===== src/rtl/fft_pkg.sv =====
// Shared FFT-path definitions: frame geometry and unloader FSM states.
// Provides NUM_SAMPLES, SAMPLE_W and the state_t enum.
package fft_pkg;

    localparam int NUM_SAMPLES = 48;
    localparam int SAMPLE_W    = 16;

    typedef enum logic [1:0] {
        IDLE  = 2'd0,
        SHIFT = 2'd1,
        DONE  = 2'd2
    } state_t;

endpackage


===== src/rtl/flex_counter.sv =====
// Up counter with clear, enable and a registered rollover flag.
// Ports: clk, rst, clear, count_enable, rollover_val, count_out, rollover_flag.
module flex_counter #(
    parameter int W = 4
) (
    input  logic         clk,
    input  logic         rst,
    input  logic         clear,
    input  logic         count_enable,
    input  logic [W-1:0] rollover_val,
    output logic [W-1:0] count_out,
    output logic         rollover_flag
);

    logic [W-1:0] next_count;

    // Saturates at rollover_val; the owner clears it to start again.
    always_comb begin
        next_count = count_out;
        if (clear) begin
            next_count = '0;
        end else if (count_enable && (count_out != rollover_val)) begin
            next_count = count_out + W'(1);
        end
    end

    // Flag tracks the registered count, so it is high exactly
    // while count_out equals rollover_val.
    always_ff @(posedge clk) begin
        if (rst) begin
            count_out     <= '0;
            rollover_flag <= 1'b0;
        end else begin
            count_out     <= next_count;
            rollover_flag <= (next_count == rollover_val);
        end
    end

endmodule


===== src/rtl/pts_unloader.sv =====
// Parallel-to-serial unloader: captures an FFT frame, streams it out
// sample by sample over valid/ready. Ports: clk, rst, load_strobe,
// data_par_out, serial_ready -> serial_out/valid/last, busy,
// frame_done, load_err.
module pts_unloader #(
    parameter int NUM_SAMPLES = fft_pkg::NUM_SAMPLES,
    parameter int SAMPLE_W    = fft_pkg::SAMPLE_W
) (
    input  logic                                clk,
    input  logic                                rst,
    input  logic                                load_strobe,
    input  logic [NUM_SAMPLES-1:0][SAMPLE_W-1:0] data_par_out,
    input  logic                                serial_ready,
    output logic [SAMPLE_W-1:0]                 serial_out,
    output logic                                serial_valid,
    output logic                                serial_last,
    output logic                                busy,
    output logic                                frame_done,
    output logic                                load_err
);

    import fft_pkg::*;

    localparam int IDX_W =
        (NUM_SAMPLES > 1) ? $clog2(NUM_SAMPLES) : 1;
    localparam logic [IDX_W-1:0] LAST_IDX =
        IDX_W'(NUM_SAMPLES - 1);

    state_t                               state;
    logic [NUM_SAMPLES-1:0][SAMPLE_W-1:0] frame;
    logic [IDX_W-1:0]                     index;
    logic [IDX_W-1:0]                     idx_nxt;
    logic                                 at_last;
    logic                                 accept;
    logic                                 xfer;

    assign accept  = (state == IDLE) && load_strobe;
    assign xfer    = serial_valid && serial_ready;
    assign idx_nxt = index + IDX_W'(1);

    // Both terms are flops, so serial_last stays glitch-free.
    assign serial_last = serial_valid && at_last;

    flex_counter #(
        .W (IDX_W)
    ) u_idx (
        .clk           (clk),
        .rst           (rst),
        .clear         (accept),
        .count_enable  (xfer),
        .rollover_val  (LAST_IDX),
        .count_out     (index),
        .rollover_flag (at_last)
    );

    // serial_out is preloaded with the next sample on each
    // transfer so the output port is driven straight from a flop.
    always_ff @(posedge clk) begin
        if (rst) begin
            state        <= IDLE;
            frame        <= '0;
            serial_out   <= '0;
            serial_valid <= 1'b0;
            busy         <= 1'b0;
            frame_done   <= 1'b0;
            load_err     <= 1'b0;
        end else begin
            frame_done <= 1'b0;
            load_err   <= 1'b0;
            unique case (state)
                IDLE: begin
                    if (load_strobe) begin
                        frame        <= data_par_out;
                        serial_out   <= data_par_out[0];
                        serial_valid <= 1'b1;
                        busy         <= 1'b1;
                        state        <= SHIFT;
                    end
                end
                SHIFT: begin
                    load_err <= load_strobe;
                    if (serial_ready) begin
                        if (at_last) begin
                            serial_out   <= '0;
                            serial_valid <= 1'b0;
                            busy         <= 1'b0;
                            frame_done   <= 1'b1;
                            state        <= DONE;
                        end else begin
                            serial_out <= frame[idx_nxt];
                        end
                    end
                end
                DONE: begin
                    load_err <= load_strobe;
                    state    <= IDLE;
                end
                default: begin
                    serial_valid <= 1'b0;
                    busy         <= 1'b0;
                    state        <= IDLE;
                end
            endcase
        end
    end

endmodule


===== config.mk =====
export PLATFORM = sky130hd
export DESIGN_NAME = pts_unloader
export DESIGN_NICKNAME = d
export VERILOG_FILES = /design/src/rtl/fft_pkg.sv /design/src/rtl/flex_counter.sv /design/src/rtl/pts_unloader.sv
export SDC_FILE = /design/constraint.sdc
export NUM_CORES = 1
export LEC_CHECK = 0
export CAP_MARGIN = 10
export CORE_AREA = 3 3 304 306
export CTS_CLUSTER_SIZE = 24
export DETAILED_ROUTE_END_ITERATION = 8
export DIE_AREA = 0 0 307 309
export GPL_ROUTABILITY_DRIVEN = 0
export PLACE_DENSITY = 0.65
export SYNTH_ARGS = -nofsm -noshare
export SYNTH_HDL_FRONTEND = slang
export SYNTH_SLANG_ARGS = --single-unit

===== constraint.sdc =====
create_clock -name clk -period 2.1 [get_ports clk]
set_input_delay 0.42 -clock clk [delete_from_list [all_inputs] [get_ports clk]]
set_output_delay 0.42 -clock clk [all_outputs]
set_load 0.02 [all_outputs]

==> summary.md, run 1 <==
| Metric | Value |
|---|---|
| Outcome | `finished, violations left` |
| Failing checks | `setup timing` |
| Share of cells above drive strength 1 | `0.147` |
| Minimum hold slack | `0.153 ns` |
| Worst endpoint required time | `2.65 ns` |
| Min setup slack post-route | `-0.263 ns` |
| Die Area | `0.0949 mm²` |
| Global route overflow | `0` |
| Starting Density | `0.375` |
| DRT Wirelength | `146000 µm` |
| Via density | `5.32` |
| CTS tree | `done` |
| Post-Syn Area | `0.0337 mm²` |
| Clk buf depth | `3` |
| Core Region | `0.0899 mm²` |
| Syn_nets | `4937` |
| Placed inst area | `0.0446 mm²` |
| Remaining antenna violation count | `0` |
| Element type at the critical path start | `flop` |
| Clock H-tree levels | `3` |
| HP Class | `in -> reg` |
| First-pass GRT wire length | `208000 µm` |
| Peak Freq | `423 MHz` |
| Clk Latency, worst-skew pair | `0.64 ns` |
| Worst EP arrival | `2.92 ns` |
| Routed wire per std cell | `23.2 µm` |
| Unrepaired setup endpoints after global routing | `yes` |
| Cell count after placement | `6032` |
| Setup Skew | `0.0269 ns` |
| Largest net degree at the start of global routing | `99` |
| Nets | `5786` |
| Combinational family with the most area after synthesis | `simple AND/OR/NAND/NOR gates` |
| Setup violations, final | `16` |
| Post-route insts no fill | `6308` |
| XOR/XNOR Fraction of Synth Area | `0.00267` |
| Fillers | `8265` |
| Crit. End Element | `flop` |
| Row count | `110` |
| Num CTS Buffers | `88` |
| Crit Path Class | `reg -> reg` |
| Final min period | `2.36 ns` |
| Worst-path clk slew | `0.06 ns` |
| Fin. max-slew vios | `0` |
| # clock sinks | `796` |
| Most frequent cells in the layout | `1758 x nand2_1, 793 x dfxtp_1, 788 x a21oi_1` |
| Adder-cell share of the synthesized area | `0.00186` |
| Post-Syn Instances | `4160` |
| Syn avg cell area | `8.10 µm²` |
| IO buf count | `792` |
| Post-Synth Simple-Gate Area | `0.221` |
| Io pins | `793` |
| Vias | `33500` |
| Max capacitance violation total | `0` |
| Tot GR Track Use | `0.295` |
| Die Height | `309 µm` |
| DPL Wire Length | `110000 µm` |
| Yosys warning count | `0` |
| Die X | `307 µm` |
| Final hold violations | `0` |
| Max FO, Critical Path | `6` |
| Post-synthesis compound-gate area fraction | `0.140` |
| Pre-antenna DRT Iters | `6` |
| Synthesis-stage register bit count | `796` |
| Multiplexer area fraction after synthesis | `0.118` |
| Area grow syn2layout | `46.9%` |
| Final worst-path cycle share | `1.13` |
| Vias in the first global route | `32200` |
| Post-route design area | `0.0495 mm²` |
| Slew HR | `0.671` |
| Initial DRC count | `2769` |
| Commonest non-fill, non-tap cell in the layout | `nand2_1` |
| Sequential share of the synthesized area | `0.473` |
| Initial antenna violation count | `60` |
| Pwr per Cell Area | `1070 mW/mm²` |
| Slew @ Worst Pin | `0.480 ns` |
| Dpl ws | `-0.540 ns` |
| DRC Markers | `0` |
| VDD IR-drop max | `635 µV` |
| Synth cell types | `52` |
| Leak | `18.0 nW` |
| Clock Root Buffer | `clkbuf_16` |
[worst max-delay path: stages, from the launching register on]
cell	delay, ns
dfxtp_4	0.36
ha_4	0.17
buf_8	0.13
buf_4	0.15
xor2_2	0.18
and3_4	0.18
a31oi_4	0.21
buf_4	0.19
buf_16	0.13
a41o_1	0.19
nand3_2	0.15
a211oi_2	0.23
[path summary, 6_finish.rpt]
check / startpoint / to / slack, ns / depth (start not counted)
setup / recovery: u_idx.count_out[0]$_SDFF_PP0_ / serial_out[4]$_SDFFE_PP0P_ / -0.26 / 11
hold / removal: rst / frame[365]$_SDFFE_PP0N_ / 0.15 / 2
setup reg to reg: u_idx.count_out[0]$_SDFF_PP0_ / serial_out[4]$_SDFFE_PP0P_ / -0.26 / 11
hold reg to reg: frame[167]$_SDFFE_PP0N_ / frame[167]$_SDFFE_PP0N_ / 0.45 / 2
[final cells by class]
type                       count  area [µm²]  share of cell area
sequential                   796       15900               0.322
timing repair buffer        1107       11900               0.241
inverter                       4        15.0            0.000303
antenna                       50         125             0.00253
tap                         1176        1470              0.0297
clock inverter                43         538              0.0109
clock buffer                 120        2500              0.0505
multi-input combinational   3012       17000               0.343
[sequential cells by signal, indices dropped and copies added (netlist names)]
register,cells
frame,768
busy,1
u_idx.count_out,6
state,2
frame_done,1
load_err,1
u_idx.rollover_flag,1
serial_out,16
[power breakdown]
group | internal (W) | switching (W) | leakage [nW]
registers | 0.0178 | 0.00183 | 6.53
clock network | 0.00963 | 0.00664 | 1.50
logic | 0.00768 | 0.00959 | 9.95
total | 0.0351 | 0.0181 | 18.0
[synth_stat cells, drive strengths merged]
master   instances  area (µm²)
a41o            15         150
mux2i           36         360
or2              1        6.26
o221a            1        11.3
ha               5        62.6
o22ai            1        6.26
nand2         1764        6620
buf             69         408
a21oi          790        3950
clkinv           1        3.75
inv              3        11.3
xnor2            3        45.1
a221oi          31         278
mux4           161        3630
o21bai           1        7.51
o21a             1        7.51
nand2b           2        12.5
nand3          110         551
xor2             3        45.1
nor3             4        20.0
dfxtp          796       15900
or3              2        12.5
o2bb2ai          1        8.76
a2111oi          1        8.76
and2             4        25.0
nand3b           1        7.51
or4              2        15.0
o211ai           3        27.5
o31a             1        8.76
and3             3        18.8
a211oi          16         150
nor2b            6        37.5
a32oi            3        26.3
nor4             1        6.26
nor2            29         109
clkbuf         279        1050
o21ai            4        20.0
o31ai            3        27.5
nor4b            1        8.76
a31oi            2        18.8
[what timing repair did]
action / 4_1_cts / 5_1_grt
resized for setup: 165 / 26
pin swaps: 63 / 17
hold endpoints to repair: 0 / 0
hold buffers: 0 / 0
setup buffers: 40 / 9
setup endpoints to repair: 36 / 17
gates cloned: 16 / 2
[through the flow]
step	power [W]	TNS, ns	util
2_1_floorplan	0.0281	0	-
3_3_place_gp	0.0361	-8.40	0.496
3_5_place_dp	0.0363	-10.51	0.496
4_1_cts	0.0532	-3.19	0.547
5_1_grt	0.0556	-4.19	0.551
6_report	0.0532	-2.91	0.551
[routing by layer]
layer  part of all wire  GRT usage  up-vias
met5            0.00087          0        -
met4              0.050      0.159       20
met3              0.075     0.0583      298
met2               0.48      0.486     1397
met1               0.39      0.365    16100
li1                   -          -    15800
[logic make-up (layout without fill, tap and decap cells)]
| kind of cell | count (synthesis) | after routing |
|---|---|---|
| other | 0 | 50 |
| XOR/XNOR | 6 | 6 |
| multiplexers | 197 | 197 |
| flip-flops | 796 | 796 |
| buffers and inverters | 352 | 1274 |
| AND/OR/NAND/NOR | 1930 | 1930 |
| AO/OA/AOI/OAI | 874 | 874 |
| adder cells (fa/ha/maj) | 5 | 5 |
Note: power is estimated with default switching activity, not from simulation.
==> run 2: changes to the inputs <==
- CORE_AREA: 3 3 304 306 -> 3 3 307 309
- DIE_AREA: 0 0 307 309 -> 0 0 310 312
- PLACE_DENSITY: 0.65 -> unset
==> summary.md, run 2 (synthesized netlist as in run 1, its figures left out) <==
| Metric | Value |
|---|---|
| Largest regs | `frame x768, serial_out x16, u_idx.count_out x6 (unchanged)` |
| Seq pwr share | `0.359 (was 0.370)` |
| Min setup slack post-route | `-0.202 ns (was -0.263 ns)` |
| Crit Path Class | `reg -> reg (unchanged)` |
| Final min period | `2.30 ns (was 2.36 ns)` |
| Pwr per Cell Area | `1090 mW/mm² (was 1070 mW/mm²)` |
| Num CTS Buffers | `88 (unchanged)` |
| # clock sinks | `796 (unchanged)` |
| Max capacitance violation total | `0 (unchanged)` |
| Die X | `310 µm (was 307 µm)` |
| Setup Skew | `0.0201 ns (was 0.0269 ns)` |
| Minimum hold slack | `0.162 ns (was 0.153 ns)` |
| Worst EP arrival | `2.83 ns (was 2.92 ns)` |
| Die Area | `0.0967 mm² (was 0.0949 mm²)` |
| Fin. max-slew vios | `0 (unchanged)` |
| Clk Latency, worst-skew pair | `0.65 ns (was 0.64 ns)` |
| CTS tree | `done (unchanged)` |
| Worst-path clk slew | `0.06 ns (about the same)` |
| Core Region | `0.0917 mm² (was 0.0899 mm²)` |
| Most frequent cells in the layout | `1748 x nand2_1, 794 x dfxtp_1, 781 x a21oi_1 (was 1758 x nand2_1, 793 x dfxtp_1, 788 x a21oi_1)` |
| Clock power share | `0.304 (was 0.306)` |
| Slew @ Worst Pin | `0.508 ns (was 0.480 ns)` |
| Worst endpoint required time | `2.63 ns (was 2.65 ns)` |
| Clk buf depth | `3 (unchanged)` |
| DRT Wirelength | `145000 µm (was 146000 µm)` |
| Largest register FFs | `768 (unchanged)` |
| Switching power | `0.0183 W (was 0.0181 W)` |
| Initial antenna violation count | `58 (was 60)` |
| Sw Ratio | `0.336 (was 0.339)` |
| DRC Markers | `0 (unchanged)` |
| Vias | `33100 (was 33500)` |
| VDD IR-drop max | `797 µV (was 635 µV)` |
| Outcome | `finished, violations left (unchanged)` |
| Commonest non-fill, non-tap cell in the layout | `nand2_1 (unchanged)` |
| Share of cells above drive strength 1 | `0.153 (was 0.147)` |
| Via density | `5.23 (was 5.32)` |
| Row count | `111 (was 110)` |
| Nets | `5796 (was 5786)` |
| Largest net degree at the start of global routing | `98 (was 99)` |
| Routed wire per std cell | `23.0 µm (was 23.2 µm)` |
| Tot Pwr | `0.0544 W (was 0.0532 W)` |
| Final worst-path cycle share | `1.10 (was 1.13)` |
| Setup violations, final | `16 (unchanged)` |
| Clock H-tree levels | `3 (unchanged)` |
| Starting Density | `0.368 (was 0.375)` |
| First-pass GRT wire length | `207000 µm (was 208000 µm)` |
| IO buf count | `792 (unchanged)` |
| HP Class | `in -> reg (unchanged)` |
| Placed inst area | `0.0449 mm² (was 0.0446 mm²)` |
| Leak | `18.2 nW (was 18.0 nW)` |
| Largest register by flop count | `frame (unchanged)` |
| Clock Root Buffer | `clkbuf_16 (unchanged)` |
| Post-route design area | `0.0500 mm² (was 0.0495 mm²)` |
| Crit. End Element | `flop (unchanged)` |
| DPL Wire Length | `110000 µm (about the same)` |
| Tot GR Track Use | `0.286 (was 0.295)` |
| Slew HR | `0.661 (was 0.671)` |
| Final hold violations | `0 (unchanged)` |
| Failing checks | `setup timing (unchanged)` |
| Element type at the critical path start | `flop (unchanged)` |
| Peak Freq | `434 MHz (was 423 MHz)` |
| Pre-antenna DRT Iters | `8 (was 6)` |
| Unrepaired setup endpoints after global routing | `yes (unchanged)` |
| Die Height | `312 µm (was 309 µm)` |
| Dpl ws | `-0.624 ns (was -0.540 ns)` |
| Fillers | `8637 (was 8265)` |
| Combinational power share | `0.336 (was 0.325)` |
| Initial DRC count | `2602 (was 2769)` |
| Max FO, Critical Path | `9 (was 6)` |
| Area grow syn2layout | `48.4% (was 46.9%)` |
| Vias in the first global route | `32500 (was 32200)` |
| Io pins | `793 (unchanged)` |
| Int Pwr | `0.0361 W (was 0.0351 W)` |
| Remaining antenna violation count | `0 (unchanged)` |
| Global route overflow | `0 (unchanged)` |
-- run 2: cell type report --
cell class,count,area (µm²),share of cell area
multi-input cells,3012,17300,0.345
flip-flops and latches,796,15900,0.319
repair buffers,1117,12100,0.242
clock buffers,129,2580,0.0515
well taps,1186,1480,0.0297
clock inverters,32,539,0.0108
diodes,50,125,0.00250
inverters,4,15.0,0.000300
-- run 2: final timing paths --
path / from / to / slack [ns] / cells past startpoint
max: u_idx.count_out[0]$_SDFF_PP0_ / serial_out[3]$_SDFFE_PP0P_ / -0.20 / 8
min: rst / frame[320]$_SDFFE_PP0N_ / 0.16 / 2
max reg2reg: u_idx.count_out[0]$_SDFF_PP0_ / serial_out[3]$_SDFFE_PP0P_ / -0.20 / 8
min reg2reg: frame[746]$_SDFFE_PP0N_ / frame[746]$_SDFFE_PP0N_ / 0.45 / 2
-- run 2: power by group through the flow --
| stage | combinational, W | clock, W | sequential [W] |
|---|---|---|---|
| after global routing | 0.0197 | 0.0174 | 0.0198 |
| after detailed placement | 0.0169 | 0 | 0.0198 |
| after floorplan | 0.00886 | 0 | 0.0192 |
| final | 0.0183 | 0.0165 | 0.0195 |
| after CTS | 0.0176 | 0.0168 | 0.0195 |
| after global placement | 0.0168 | 0 | 0.0198 |
-- run 2: worst max-delay path: stages (launching register included) --
cell and delay [ns]:
dfxtp_4 0.37, buf_6 0.12, buf_12 0.14, buf_8 0.16, mux4_2 0.50, and2_1 0.17
a211oi_2 0.46, a2111oi_4 0.11, o2bb2ai_2 0.14
-- run 2: per-stage QoR --
stage	setup TNS (ns)	utilization	instances
after CTS	-2.78	0.536	6250
after global placement	-9.43	0.489	6056
after floorplan	0	-	4160
after global routing	-3.09	0.546	6317
after detailed placement	-8.93	0.489	6057
final	-2.15	0.546	6326
-- run 2: layer usage --
| layer | up-vias | GRT usage | part of all wire |
|---|---|---|---|
| met3 | 252 | 0.0521 | 0.070 |
| met4 | 18 | 0.129 | 0.042 |
| met1 | 15800 | 0.358 | 0.40 |
| met5 | - | 0 | 0.00094 |
| li1 | 15800 | - | - |
| met2 | 1193 | 0.480 | 0.49 |
-- run 2: what timing repair did --
action	CTS	global route
hold buffers	0	0
setup endpoints to repair	35	16
resized for setup	150	96
cloned	8	11
pin swaps	43	34
setup buffers	24	25
